==> config.mk <==
export PLATFORM = sky130hd
export DESIGN_NAME = mdu_seq
export DESIGN_NICKNAME = d
export VERILOG_FILES = /design/src/rtl/mdu_pkg.sv /design/src/rtl/mdu_iter_step.sv /design/src/rtl/mdu_seq.sv
export SDC_FILE = /design/constraint.sdc
export NUM_CORES = 1
export LEC_CHECK = 0
export ABC_AREA = 1
export BUFFER_PORTS_ARGS = -buffer_cell sky130_fd_sc_hd__buf_2
export CELL_PAD_IN_SITES_DETAIL_PLACEMENT = 1
export CELL_PAD_IN_SITES_GLOBAL_PLACEMENT = 1
export CORE_AREA = 3 3 226 228
export DETAILED_ROUTE_END_ITERATION = 7
export DIE_AREA = 0 0 229 231
export PLACE_DENSITY_LB_ADDON = 0.1
export SYNTH_ARGS = -nofsm -noshare
export SYNTH_HDL_FRONTEND = slang
export SYNTH_HIERARCHICAL = 1
export SYNTH_SLANG_ARGS = --single-unit
==> constraint.sdc <==
create_clock -name clk -period 2.94 [get_ports clk]
set_clock_uncertainty 0.15 [all_clocks]
set_input_delay 0.441 -clock clk [delete_from_list [all_inputs] [get_ports clk]]
set_output_delay 0.441 -clock clk [all_outputs]
set_load 0.01 [all_outputs]
==> src/rtl/mdu_pkg.sv <==
// Shared definitions for the RV32M multiply/divide sequencer.
// Latency: none (definitions only).
// Backpressure: none (definitions only).
// Contents: op encodings, FSM state enum, iteration mode, iteration count and helper predicates.
package mdu_pkg;

  localparam int ITER  = 32;
  localparam int CNT_W = $clog2(ITER);

  localparam logic [2:0] MDU_MUL  = 3'b000;
  localparam logic [2:0] MDU_MULH = 3'b001;
  localparam logic [2:0] MDU_DIV  = 3'b010;
  localparam logic [2:0] MDU_DIVU = 3'b011;
  localparam logic [2:0] MDU_REM  = 3'b100;
  localparam logic [2:0] MDU_REMU = 3'b101;

  typedef enum logic [2:0] {
    ST_IDLE,
    ST_PREP,
    ST_CALC,
    ST_FIX,
    ST_DONE
  } state_t;

  typedef enum logic {
    MODE_MUL,
    MODE_DIV
  } mode_t;

  function automatic logic op_is_div(input logic [2:0] code);
    return (code == MDU_DIV) || (code == MDU_DIVU) ||
           (code == MDU_REM) || (code == MDU_REMU);
  endfunction

  function automatic logic op_is_rem(input logic [2:0] code);
    return (code == MDU_REM) || (code == MDU_REMU);
  endfunction

  // Ops whose operands are treated as two's complement and iterated on magnitudes.
  // MUL is absent: the low product word is identical for signed and unsigned inputs.
  function automatic logic op_is_signed(input logic [2:0] code);
    return (code == MDU_MULH) || (code == MDU_DIV) || (code == MDU_REM);
  endfunction

  function automatic logic op_is_reserved(input logic [2:0] code);
    return code > MDU_REMU;
  endfunction

endpackage

==> src/rtl/mdu_iter_step.sv <==
// One iteration of shift-add multiply or restoring divide.
// Latency: purely combinational.
// Backpressure: none; the caller decides when to register acc_next.
// Ports: mode (mul/div), acc (2*WIDTH working register), operand (multiplicand or divisor),
//        acc_next (updated working register), q_bit (quotient bit produced in div mode).
module mdu_iter_step
  import mdu_pkg::*;
#(
  parameter int WIDTH = 32
) (
  input  mode_t              mode,
  input  logic [2*WIDTH-1:0] acc,
  input  logic [WIDTH-1:0]   operand,
  output logic [2*WIDTH-1:0] acc_next,
  output logic               q_bit
);

  logic [WIDTH:0] mul_sum;
  logic [WIDTH:0] rem_sh;
  logic [WIDTH:0] diff;

  always_comb begin
    mul_sum  = '0;
    rem_sh   = '0;
    diff     = '0;
    acc_next = '0;
    q_bit    = 1'b0;
    if (mode == MODE_MUL) begin
      // acc = {partial product, remaining multiplier bits}; add on LSB, shift right with carry.
      mul_sum  = {1'b0, acc[2*WIDTH-1:WIDTH]} + (acc[0] ? {1'b0, operand} : '0);
      acc_next = {mul_sum, acc[WIDTH-1:1]};
    end else begin
      // acc = {remainder, remaining dividend bits}; shift left one, trial subtract.
      // The shifted remainder needs WIDTH+1 bits; the borrow bit says whether it fit.
      rem_sh   = acc[2*WIDTH-1:WIDTH-1];
      diff     = rem_sh - {1'b0, operand};
      q_bit    = ~diff[WIDTH];
      // Quotient bit slot is left 0 here and OR'd in by the caller from q_bit.
      acc_next = {(q_bit ? diff[WIDTH-1:0] : rem_sh[WIDTH-1:0]), acc[WIDTH-2:0], 1'b0};
    end
  end

endmodule

==> src/rtl/mdu_seq.sv <==
// RV32M multi-cycle multiply/divide sequencer: FSM, counter, sign handling, result register.
// Latency: 35 cycles accept-to-done on iterative ops, 2 cycles on fast paths (div by 0, overflow, reserved).
// Backpressure: stall holds the PC from the accepting cycle until the cycle before done; start while busy is ignored.
// Ports: start/op/rs1/rs2 from decode, kill flushes the op; stall/busy/done/result to pipeline and writeback.
module mdu_seq
  import mdu_pkg::*;
#(
  parameter int WIDTH = 32
) (
  input  logic             clk,
  input  logic             rst_n,
  input  logic             start,
  input  logic [2:0]       op,
  input  logic [WIDTH-1:0] rs1,
  input  logic [WIDTH-1:0] rs2,
  input  logic             kill,
  output logic             stall,
  output logic             busy,
  output logic             done,
  output logic [WIDTH-1:0] result
);

  localparam logic [WIDTH-1:0] INT_MIN = {1'b1, {(WIDTH-1){1'b0}}};

  state_t             state;
  state_t             state_nxt;
  logic [2:0]         op_q;
  logic [WIDTH-1:0]   a_q;
  logic [WIDTH-1:0]   b_q;
  logic               neg_a;
  logic               neg_b;
  logic [2*WIDTH-1:0] acc;
  logic [CNT_W-1:0]   count;

  logic               accept;
  logic               sgn;
  logic               a_neg_c;
  logic               b_neg_c;
  logic [WIDTH-1:0]   a_mag;
  logic [WIDTH-1:0]   b_mag;
  logic               fast;
  logic [WIDTH-1:0]   fast_val;
  logic [2*WIDTH-1:0] prod_signed;
  logic [WIDTH-1:0]   fix_val;
  mode_t              mode;
  logic [2*WIDTH-1:0] step_acc;
  logic               step_q;

  assign accept = start & ~kill & (state == ST_IDLE);
  assign busy   = (state == ST_PREP) | (state == ST_CALC) | (state == ST_FIX);
  assign done   = (state == ST_DONE);
  assign stall  = accept | busy;
  assign mode   = op_is_div(op_q) ? MODE_DIV : MODE_MUL;

  mdu_iter_step #(.WIDTH(WIDTH)) u_step (
    .mode     (mode),
    .acc      (acc),
    .operand  (b_q),
    .acc_next (step_acc),
    .q_bit    (step_q)
  );

  // Sign capture and magnitudes, consumed in PREP from the latched operands.
  always_comb begin
    sgn     = op_is_signed(op_q);
    a_neg_c = sgn & a_q[WIDTH-1];
    b_neg_c = sgn & b_q[WIDTH-1];
    a_mag   = a_neg_c ? -a_q : a_q;
    b_mag   = b_neg_c ? -b_q : b_q;
  end

  // Cases resolved without iterating; div-by-zero takes priority over overflow.
  always_comb begin
    fast     = 1'b0;
    fast_val = '0;
    if (op_is_reserved(op_q)) begin
      fast     = 1'b1;
      fast_val = '0;
    end else if (op_is_div(op_q) && (b_q == '0)) begin
      fast     = 1'b1;
      fast_val = op_is_rem(op_q) ? a_q : '1;
    end else if (((op_q == MDU_DIV) || (op_q == MDU_REM)) && (a_q == INT_MIN) && (b_q == '1)) begin
      fast     = 1'b1;
      fast_val = (op_q == MDU_DIV) ? INT_MIN : '0;
    end
  end

  // Output word selection and sign restoration after CALC.
  always_comb begin
    prod_signed = (neg_a ^ neg_b) ? -acc : acc;
    case (op_q)
      MDU_MULH: fix_val = prod_signed[2*WIDTH-1:WIDTH];
      MDU_DIV:  fix_val = (neg_a ^ neg_b) ? -acc[WIDTH-1:0] : acc[WIDTH-1:0];
      MDU_DIVU: fix_val = acc[WIDTH-1:0];
      MDU_REM:  fix_val = neg_a ? -acc[2*WIDTH-1:WIDTH] : acc[2*WIDTH-1:WIDTH];
      MDU_REMU: fix_val = acc[2*WIDTH-1:WIDTH];
      default:  fix_val = acc[WIDTH-1:0];
    endcase
  end

  always_comb begin
    state_nxt = state;
    case (state)
      ST_IDLE: if (accept) state_nxt = ST_PREP;
      ST_PREP: state_nxt = fast ? ST_DONE : ST_CALC;
      ST_CALC: if (count == CNT_W'(ITER - 1)) state_nxt = ST_FIX;
      ST_FIX:  state_nxt = ST_DONE;
      ST_DONE: state_nxt = ST_IDLE;
      default: state_nxt = ST_IDLE;
    endcase
    if (kill) state_nxt = ST_IDLE;
  end

  always_ff @(posedge clk or negedge rst_n) begin
    if (!rst_n) state <= ST_IDLE;
    else        state <= state_nxt;
  end

  always_ff @(posedge clk or negedge rst_n) begin
    if (!rst_n) begin
      op_q   <= '0;
      a_q    <= '0;
      b_q    <= '0;
      neg_a  <= 1'b0;
      neg_b  <= 1'b0;
      acc    <= '0;
      count  <= '0;
      result <= '0;
    end else begin
      case (state)
        ST_IDLE: begin
          if (accept) begin
            op_q <= op;
            a_q  <= rs1;
            b_q  <= rs2;
          end
        end
        ST_PREP: begin
          neg_a <= a_neg_c;
          neg_b <= b_neg_c;
          // Upper half cleared; the magnitude of A seeds the multiplier/dividend half.
          acc   <= {{WIDTH{1'b0}}, a_mag};
          b_q   <= b_mag;
          count <= '0;
          if (fast && !kill) result <= fast_val;
        end
        ST_CALC: begin
          acc   <= step_acc | {{(2*WIDTH-1){1'b0}}, step_q};
          count <= count + 1'b1;
        end
        ST_FIX: begin
          if (!kill) result <= fix_val;
        end
        default: ;
      endcase
    end
  end

endmodule

==> results of run 1 <==
[cell usage after synthesis, types with 14 or more instances]
master / number
nand3_1: 313
nor3_1: 29
nor2_1: 464
dfrtp_1: 173
o21ai_1: 14
buf_2: 28
nand2_1: 1096
clkbuf_1: 56
inv_1: 451
o21ai_0: 235
o211ai_1: 22
xor2_1: 39
a21oi_1: 204
nand3b_1: 19
o22ai_1: 23
ha_1: 71
nand4_1: 39
[layer usage]
metal	global-route usage, %	share of wire (%)	wire (um)
met1	52.0	43	45000
met2	59.9	43	45100
met3	7.37	8.4	8820
met4	18.9	5.4	5620
met5	0	0.026	27
[critical path, cell delays in order, from the launching register on]
cell and delay, ps:
dfrtp_2 450, buf_4 190, nand2_1 140, inv_1 80, ha_1 340, a21oi_1 220, o21ai_0 200, inv_1 100
o21ai_0 110, a21oi_1 270, nand2_1 90, nand2_1 70, nand3_1 110, nand2_1 110, nand2_1 60, o21ai_0 100
[layout make-up]
class                      count  area, um^2  share of cell area [%]
timing repair buffer         346        2550                    10.9
clock inverter                13         143                   0.607
sequential                   173        4340                    18.5
tap                          664         831                    3.53
inverter                     470        1770                    7.52
clock buffer                  19         433                    1.84
antenna                        1        2.50                  0.0106
multi-input combinational   2716       13400                    57.2
[per-stage QoR]
stage | setup TNS (ps) | total power [mW] | instance area, um^2 | utilization (%) | instances
2_1_floorplan | 0 | 18.7 | 19600 | - | 3466
3_3_place_gp | -161 | 28.1 | 22200 | 45.2 | 4339
3_5_place_dp | -258 | 28.8 | 22200 | 45.2 | 4339
4_1_cts | 0 | 31.4 | 22900 | 46.7 | 4387
5_1_grt | -692 | 35.2 | 23500 | 47.9 | 4401
6_report | 0 | 32.9 | 23500 | 47.9 | 4402
[report_power, final]
part	leakage [nW]	switching, mW	internal (mW)
sequential	2.18	1.32	3.42
clock	0.277	1.22	1.20
combinational	9.89	17.7	8.04
[state kept, by name (all words and copies together) (netlist names)]
name / count
acc: 64
count: 5
a_q: 32
neg_a: 1
op_q: 3
b_q: 32
neg_b: 1
state: 3
result: 32
[kinds of logic after synthesis]
kind of cell	share of synthesized area, %
xor+xnor	2.10
simple gates	43.7
flops	22.1
fa+ha+maj	4.73
compound gates	15.7
buf+inv	11.7
[how the worst max path moves through the flow]
stage | end | slack (ps)
after floorplan | acc[43] | 190
after global placement | acc[59] | -160
after detailed placement | acc[59] | -190
after CTS | acc[52] | 2
after global routing | acc[59] | -80
final | acc[59] | 90
[what timing repair did]
item / 4_1_cts / 5_1_grt
endpoints found under the hold margin: 87 / 0
hold buffers: 16 / 0
cloned: 0 / 1
pin swaps: 0 / 14
setup endpoints to repair: 4 / 64
gates resized for setup: 5 / 127
setup buffers: 0 / 13
==> results.toml, run 1 <==
[global_route]
grt_usage_pct = 38.8
grt_antenna_before_repair = 2
grt_max_degree = 78
overflow = 0
grt_pass1_wl_mm = 156
first_global_vias = 25300

[sta]
slew-limit-headroom_pct = 40.8
fmax_mhz = 351
tightest_slew_ps = 888
whs_ps = 17.6
rsz0062_at_grt = "true"
timing.final.crit_share_pct = 97.0
hold_viol = 0
setup_viol = 0
post-route-min-period_ps = 2850
setup_ws_ps = 88.3
slew_viol_final = 0

[logic_synthesis]
synthTopCellsByArea = "dfrtp_1, nand2_1, nor2_1"
synth_edf_count = 0
synthCells = 3466
async_flop_share_pct = 100
synth_nets = 3610
netlist_area_um2 = 19600
ys.flop_type = "dfrtp_1"
postSynthAreaPerCell_um2 = 5.66
synth_warnings = 6
yosysUniqueCellTypes = 58
ys_ff_latch = 173
synth.largest_area_cell = "dfrtp_1"
synth-seq-area-share_pct = 22.1
synth_top_area_share_pct = 22.1

[detailed_routing]
wl_per_cell_um = 23.8
drt_pass1_iterations = 5
drcViolationCount = 0
drt_iter0_markers = 2374
vias_per_cell = 5.78
drt_wl_total_mm = 105
vias = 25500
antenna_left = 0

[cts]
clk_pin_slew_ps = 80
clk_latency_ps = 500
clk_root_buffer_cell = "clkbuf_16"
htree_levels = 4
clock_sinks = 173
clk_path_buf_depth = 2
cts_tree = "done"
numCtsBuffers = 17

[die]
fp-row-count = 81
start_util_pct = 40.0
die_y_um = 231
die_width_um = 229
dieArea_um2 = 52900
core-area_um2 = 49100
io_pins = 106

[critical_path]
ff2ff_setup_slack_ps = 90
r2r-start = "acc[0]"
crit_start = "acc[0]"
worstPathArrival_ps = 3120
startpoint_type = "flop"
r2r-end = "acc[59]"
crit_fanout = 9
cp_data_required_time_ps = 3200
crit_type = "flop to flop"
critPathCaptureType = "flop"
reg2reg_depth = 15

[worst_hold_path]
hold_depth = 3
holdCritStartpoint = "rs1[9]"
min_to = "a_q[9]"
hp-class = "input port to flop"

[placed_design]
place.gp.congestion = 1.05
portBuffers = 105
dp_hpwl_mm = 85.1
pre_cts_slack_ps = -188

[power]
ir_drop_v = 0.000692
power_per_cell_area_nw_per_um2 = 1400
p_leak_nw = 12.4

[cells_and_area]
fin_nets = 3868
filler_cell_count = 6998
layout_commonest_cell = "nand2_1"
layout-area-overhead-vs-synth_pct = 19.9
drive_gt1_share_pct = 14.7
mostFrequentLayoutCells = "nand2_1, nor2_1, inv_1, nand3_1, o21ai_0"

[run]
drv_cap = 0

[outcome]
run_status = "complete, no violations"
(Power assumes the default switching activity.)
==> run 2: changes to the inputs <==
Settings changed: ABC_AREA 1 to unset, CORE_AREA 3 3 226 228 to 3 3 203 205, DIE_AREA 0 0 229 231 to 0 0 206 208.
==> results.toml, run 2 <==
[die]
core-area_um2 = 39600
die_y_um = 208
die_width_um = 206
dieArea_um2 = 42800
io_pins = 106
start_util_pct = 42.5
fp-row-count = 73

[placed_design]
place.gp.congestion = 1.01
dp_hpwl_mm = 67.4
pre_cts_slack_ps = -796
portBuffers = 105
placedCellCount = 3153

[cells_and_area]
mostFrequentLayoutCells = "buf_4, nor2_1, nand2_1, dfrtp_1, a21oi_1"
layout-area-overhead-vs-synth_pct = 43.5
largest_register_ffs = 64
drive_gt1_share_pct = 37.0
fin_cells = 3248
top_register = "acc"
multi_input_area_um2 = 12900
fin_nets = 2853
layout_commonest_cell = "buf_4"
fin_util_pct = 61.0
filler_cell_count = 4706
ff_latch_area_um2 = 4330

[sta]
slew-limit-headroom_pct = 38.4
rsz0062_at_grt = "true"
hold_viol = 0
final.setup.tns_ps = -46450
timing.final.crit_share_pct = 134
slew_viol_final = 0
fmax_mhz = 254
setup_viol = 77
post-route-min-period_ps = 3940
setup_ws_ps = -1000
tightest_slew_ps = 916

[cts]
clk_latency_ps = 520
cts_tree = "done"
htree_levels = 4
clk_root_buffer_cell = "clkbuf_16"
clock_sinks = 173
clk_path_buf_depth = 2
numCtsBuffers = 17
clk_pin_slew_ps = 80

[detailed_routing]
drt_wl_total_mm = 99.3
vias = 22300
wl_per_cell_um = 30.6
antenna_left = 0
drcViolationCount = 0
drt_iter0_markers = 2938
vias_per_cell = 6.86
drt_pass1_iterations = 6

[power]
p_leak_nw = 10.8
ir_drop_v = 0.000634
power.total_mw = 30.7
power_per_cell_area_nw_per_um2 = 1270

[logic_synthesis]
synth_nets = 2303
synth_warnings = 6
synth_edf_count = 0
async_flop_share_pct = 100
ys_top_cells_by_count = "nand2_1, nor2_1, dfrtp_1"
ys_ff_latch = 173
synthCells = 2159
yosysUniqueCellTypes = 100
postSynthAreaPerCell_um2 = 7.81
synth.largest_area_cell = "dfrtp_1"
synth_most_common_cell = "nand2_1"
ys.flop_type = "dfrtp_1"
synth_top_area_share_pct = 25.7
synthTopCellsByArea = "dfrtp_1, ha_1, mux2_2"
netlist_area_um2 = 16900
synth-seq-area-share_pct = 25.7

[worst_hold_path]
hp-class = "input port to flop"

[global_route]
grt_pass1_wl_mm = 138
grt_usage_pct = 42.5
first_global_vias = 21600
grt_antenna_before_repair = 4
overflow = 0
grt_max_degree = 82

[critical_path]
crit_type = "flop to flop"
critPathCaptureType = "flop"
crit_fanout = 3
worstPathArrival_ps = 4230
path_cells = "inv_1 > ha_1 > o211ai_1 > a21oi_1 > buf_4 > o211ai_1 > a2111oi_4 > nor3_2 > o31ai_1 > a21oi_1 > xnor2_1 > mux2i_1 > a211oi_1 > a22o_1"
cp_slowest_stage_delay_ps = 530
startpoint_type = "flop"
cp_data_required_time_ps = 3230
slowest_stage = "a2111oi_4"

[outcome]
violations = "setup timing"
run_status = "complete, but fails checks"

[run]
drv_cap = 0
## run 2: report_power, final
group          total, mW  internal [mW]  switching [mW]
clock               2.46           1.19            1.26
combinational       24.0           10.1            13.8
sequential          4.31           3.26            1.05
## run 2: logic make-up (layout without fill, tap and decap cells)
| logic type | after synthesis | in the layout | synth area share (%) |
|---|---|---|---|
| buffers and inverters | 228 | 789 | 5.55 |
| multiplexers | 114 | 114 | 7.35 |
| AO/OA/AOI/OAI | 681 | 682 | 26.7 |
| flip-flops | 173 | 173 | 25.7 |
| XOR/XNOR | 138 | 138 | 7.26 |
| adder cells (fa/ha/maj) | 74 | 74 | 5.57 |
| other | 0 | 2 | 0 |
| AND/OR/NAND/NOR | 751 | 751 | 21.9 |
## run 2: repair_timing
item / in CTS / in global routing
endpoints found under the setup margin: 84 / 82
resized for setup: 177 / 120
hold buffers: 15 / 0
pin swaps: 58 / 78
endpoints found under the hold margin: 58 / 0
gates cloned: 3 / 0
buffers inserted: 30 / 23
## run 2: per-stage QoR
step | hold slack, ps | area [um^2]
floorplan | -4.59 | 17000
global placement | 281 | 21600
detailed placement | 287 | 21600
CTS | 0.0136 | 23500
global route | 13.8 | 24200
finish | 13.3 | 24200
## run 2: routing by layer
metal,track usage (%),share of wire [%],up-vias
li1,-,-,9102
met1,58.8,39,11100
met2,64.6,44,1667
met3,9.75,11,422
met4,15.8,5.8,2
met5,0,0.013,-
## run 2: critical path: cells and delay by family, from the launching register on
kind | cells | cell delay (ps)
compound gates | 8 | 2160
xor+xnor | 1 | 270
fa+ha+maj | 1 | 310
buf+inv | 2 | 260
flops | 1 | 430
mux | 1 | 160
simple gates | 1 | 160
## run 2: worst paths after layout
| kind | start | endpoint | slack [ps] | cells after the start |
|---|---|---|---|---|
| max reg2reg | b_q[4] | acc[63] | -1000 | 14 |
| min | rs1[5] | a_q[5] | 10 | 2 |
| max | b_q[4] | acc[63] | -1000 | 14 |
| max in group asynchronous | rst_n | b_q[28] | 1540 | 3 |
| min in group asynchronous | rst_n | acc[42] | 280 | 2 |
| min reg2reg | result[17] | result[17] | 340 | 1 |
## run 2: cell type report
cell class	instances	area share, %
Antenna cell	2	0.0207
Sequential cell	173	17.9
Clock inverter	14	0.641
Inverter	74	1.25
Timing Repair Buffer	683	22.3
Multi-Input combinational cell	1759	53.3
Clock buffer	17	1.76
Tap cell	525	2.72
Timing Repair inverter	1	0.0672
==> run 3: changes to the inputs <==
Settings changed: SKIP_LAST_GASP set to 1.
==> results.toml, run 3 (synthesized netlist as in run 2, its figures left out) <==
[detailed_routing]
drt_wl_total_mm = 96.3
drt_iter0_markers = 2875
antenna_left = 0
vias_per_cell = 6.70
drcViolationCount = 0
drt_pass1_iterations = 5
wl_per_cell_um = 29.6
vias = 21800

[cells_and_area]
largest_register_ffs = 64
layout-area-overhead-vs-synth_pct = 42.1
diodes = 0
drive_gt1_share_pct = 35.8
top_register = "acc"
layout_commonest_cell = "buf_4"
fin_cells = 3248
fin_nets = 2855
mostFrequentLayoutCells = "buf_4, nor2_1, nand2_1, dfrtp_1, a21oi_1"

[sta]
setup_viol = 75
setup_ws_ps = -852
post-route-min-period_ps = 3790
fmax_mhz = 264
tightest_slew_ps = 960
hold_viol = 0
slew_viol_final = 0
slew-limit-headroom_pct = 35.5
rsz0062_at_grt = "true"
timing.final.crit_share_pct = 129

[die]
fp-row-count = 73
io_pins = 106
dieArea_um2 = 42800
die_width_um = 206
die_y_um = 208
start_util_pct = 42.5
core-area_um2 = 39600

[global_route]
overflow = 0
grt_pass1_wl_mm = 137
grt_max_degree = 82
grt_antenna_before_repair = 1
grt_usage_pct = 42.3
first_global_vias = 21500

[power]
net-switching-power_mw = 15.6
seqPwrFrac_pct = 14.3
power_per_cell_area_nw_per_um2 = 1250
p_leak_nw = 10.7
power_frac_comb_pct = 77.6
swShare_pct = 51.9
internal_power_mw = 14.4
ir_drop_v = 0.000639
power.total_mw = 30.0
p_clk_share_pct = 8.1

[outcome]
violations = "setup timing"
run_status = "complete, but fails checks"

[cts]
cts_tree = "done"
numCtsBuffers = 17
clock_sinks = 173
clk_latency_ps = 510
clk_root_buffer_cell = "clkbuf_16"
clk_path_buf_depth = 2
clk_pin_slew_ps = 80
htree_levels = 4

[placed_design]
pre_cts_slack_ps = -796
place.gp.congestion = 1.01
placedCellCount = 3153
portBuffers = 105
dp_hpwl_mm = 67.4

[critical_path]
worstPathArrival_ps = 4020
ff2ff_setup_slack_ps = -850
crit_type = "flop to flop"
startpoint_type = "flop"
crit_fanout = 3
cp_data_required_time_ps = 3170
critPathCaptureType = "flop"

[worst_hold_path]
hp-class = "input port to flop"

[run]
drv_cap = 0
[run 3: cell count changes in the layout (fill, tap and decap cells not counted), sizes merged]
cell / change
clkinv: -1
inv: +1
clkbuf: +1
buf: +1
diode: -2
[run 3: stage by stage]
step / setup TNS (ps) / area [um^2] / utilization (%) / hold WS [ps]
after floorplan: -24320 / 17000 / - / -4.59
after global placement: -38800 / 21600 / 54.6 / 281
after detailed placement: -45520 / 21600 / 54.6 / 287
after CTS: -32870 / 23500 / 59.2 / 0.0136
after global routing: -50570 / 23900 / 60.4 / 17.8
final: -46550 / 23900 / 60.4 / 18.5
[run 3: cell type report]
cell class                      count  area, um^2
Inverter                           74         295
Clock buffer                       17         425
Timing Repair Buffer              685        5420
Tap cell                          525         657
Clock inverter                     14         155
Multi-Input combinational cell   1759       12600
Timing Repair inverter              1        16.3
Sequential cell                   173        4330
Fill cell                        4738       15700
[run 3: what timing repair did]
| item | CTS | global route |
|---|---|---|
| endpoints found under the hold margin | 58 | 0 |
| hold buffers | 15 | 0 |
| setup buffers | 30 | 21 |
| endpoints found under the setup margin | 84 | 81 |
| gates resized for setup | 162 | 77 |
| gates cloned | 3 | 1 |
| pin swaps | 56 | 52 |
[run 3: final timing paths]
path                            start         end  cells past startpoint
min in group asynchronous       rst_n     acc[42]                      2
min                            rs1[5]      a_q[5]                      2
max reg2reg                    b_q[0]     acc[63]                     14
min reg2reg                result[17]  result[17]                      1
max                            b_q[0]     acc[63]                     14
max in group asynchronous       rst_n      b_q[6]                      3
[run 3: power by group through the flow]
stage | clock [mW] | sequential (mW) | combinational [mW]
2_1_floorplan | 0 | 4.29 | 10.1
3_3_place_gp | 0 | 4.14 | 19.3
3_5_place_dp | 0 | 4.21 | 19.9
4_1_cts | 2.43 | 4.20 | 21.1
5_1_grt | 2.54 | 4.37 | 24.2
6_report | 2.44 | 4.30 | 23.3
[run 3: critical path, stage by stage (launching register included)]
cell and delay, ps:
dfrtp_1 420, and2_4 190, ha_4 160, fa_2 370
a21o_1 220, a221o_1 400, a21oi_2 240, nor2_2 100
a41oi_2 230, o31ai_2 120, a31oi_1 220, o21ai_1 130
a2111oi_2 350, a211oi_1 90, a22o_1 270
[run 3: per-layer routing]
| metal | GRT usage (%) | part of all wire (%) | routed length (um) | up-vias |
|---|---|---|---|---|
| met2 | 64.0 | 44 | 42200 | 1400 |
| met4 | 15.8 | 4.8 | 4670 | 2 |
| met3 | 9.56 | 11 | 10200 | 296 |
| met5 | 0 | 0.012 | 12 | - |
| li1 | - | - | - | 9104 |
| met1 | 58.7 | 41 | 39200 | 10900 |
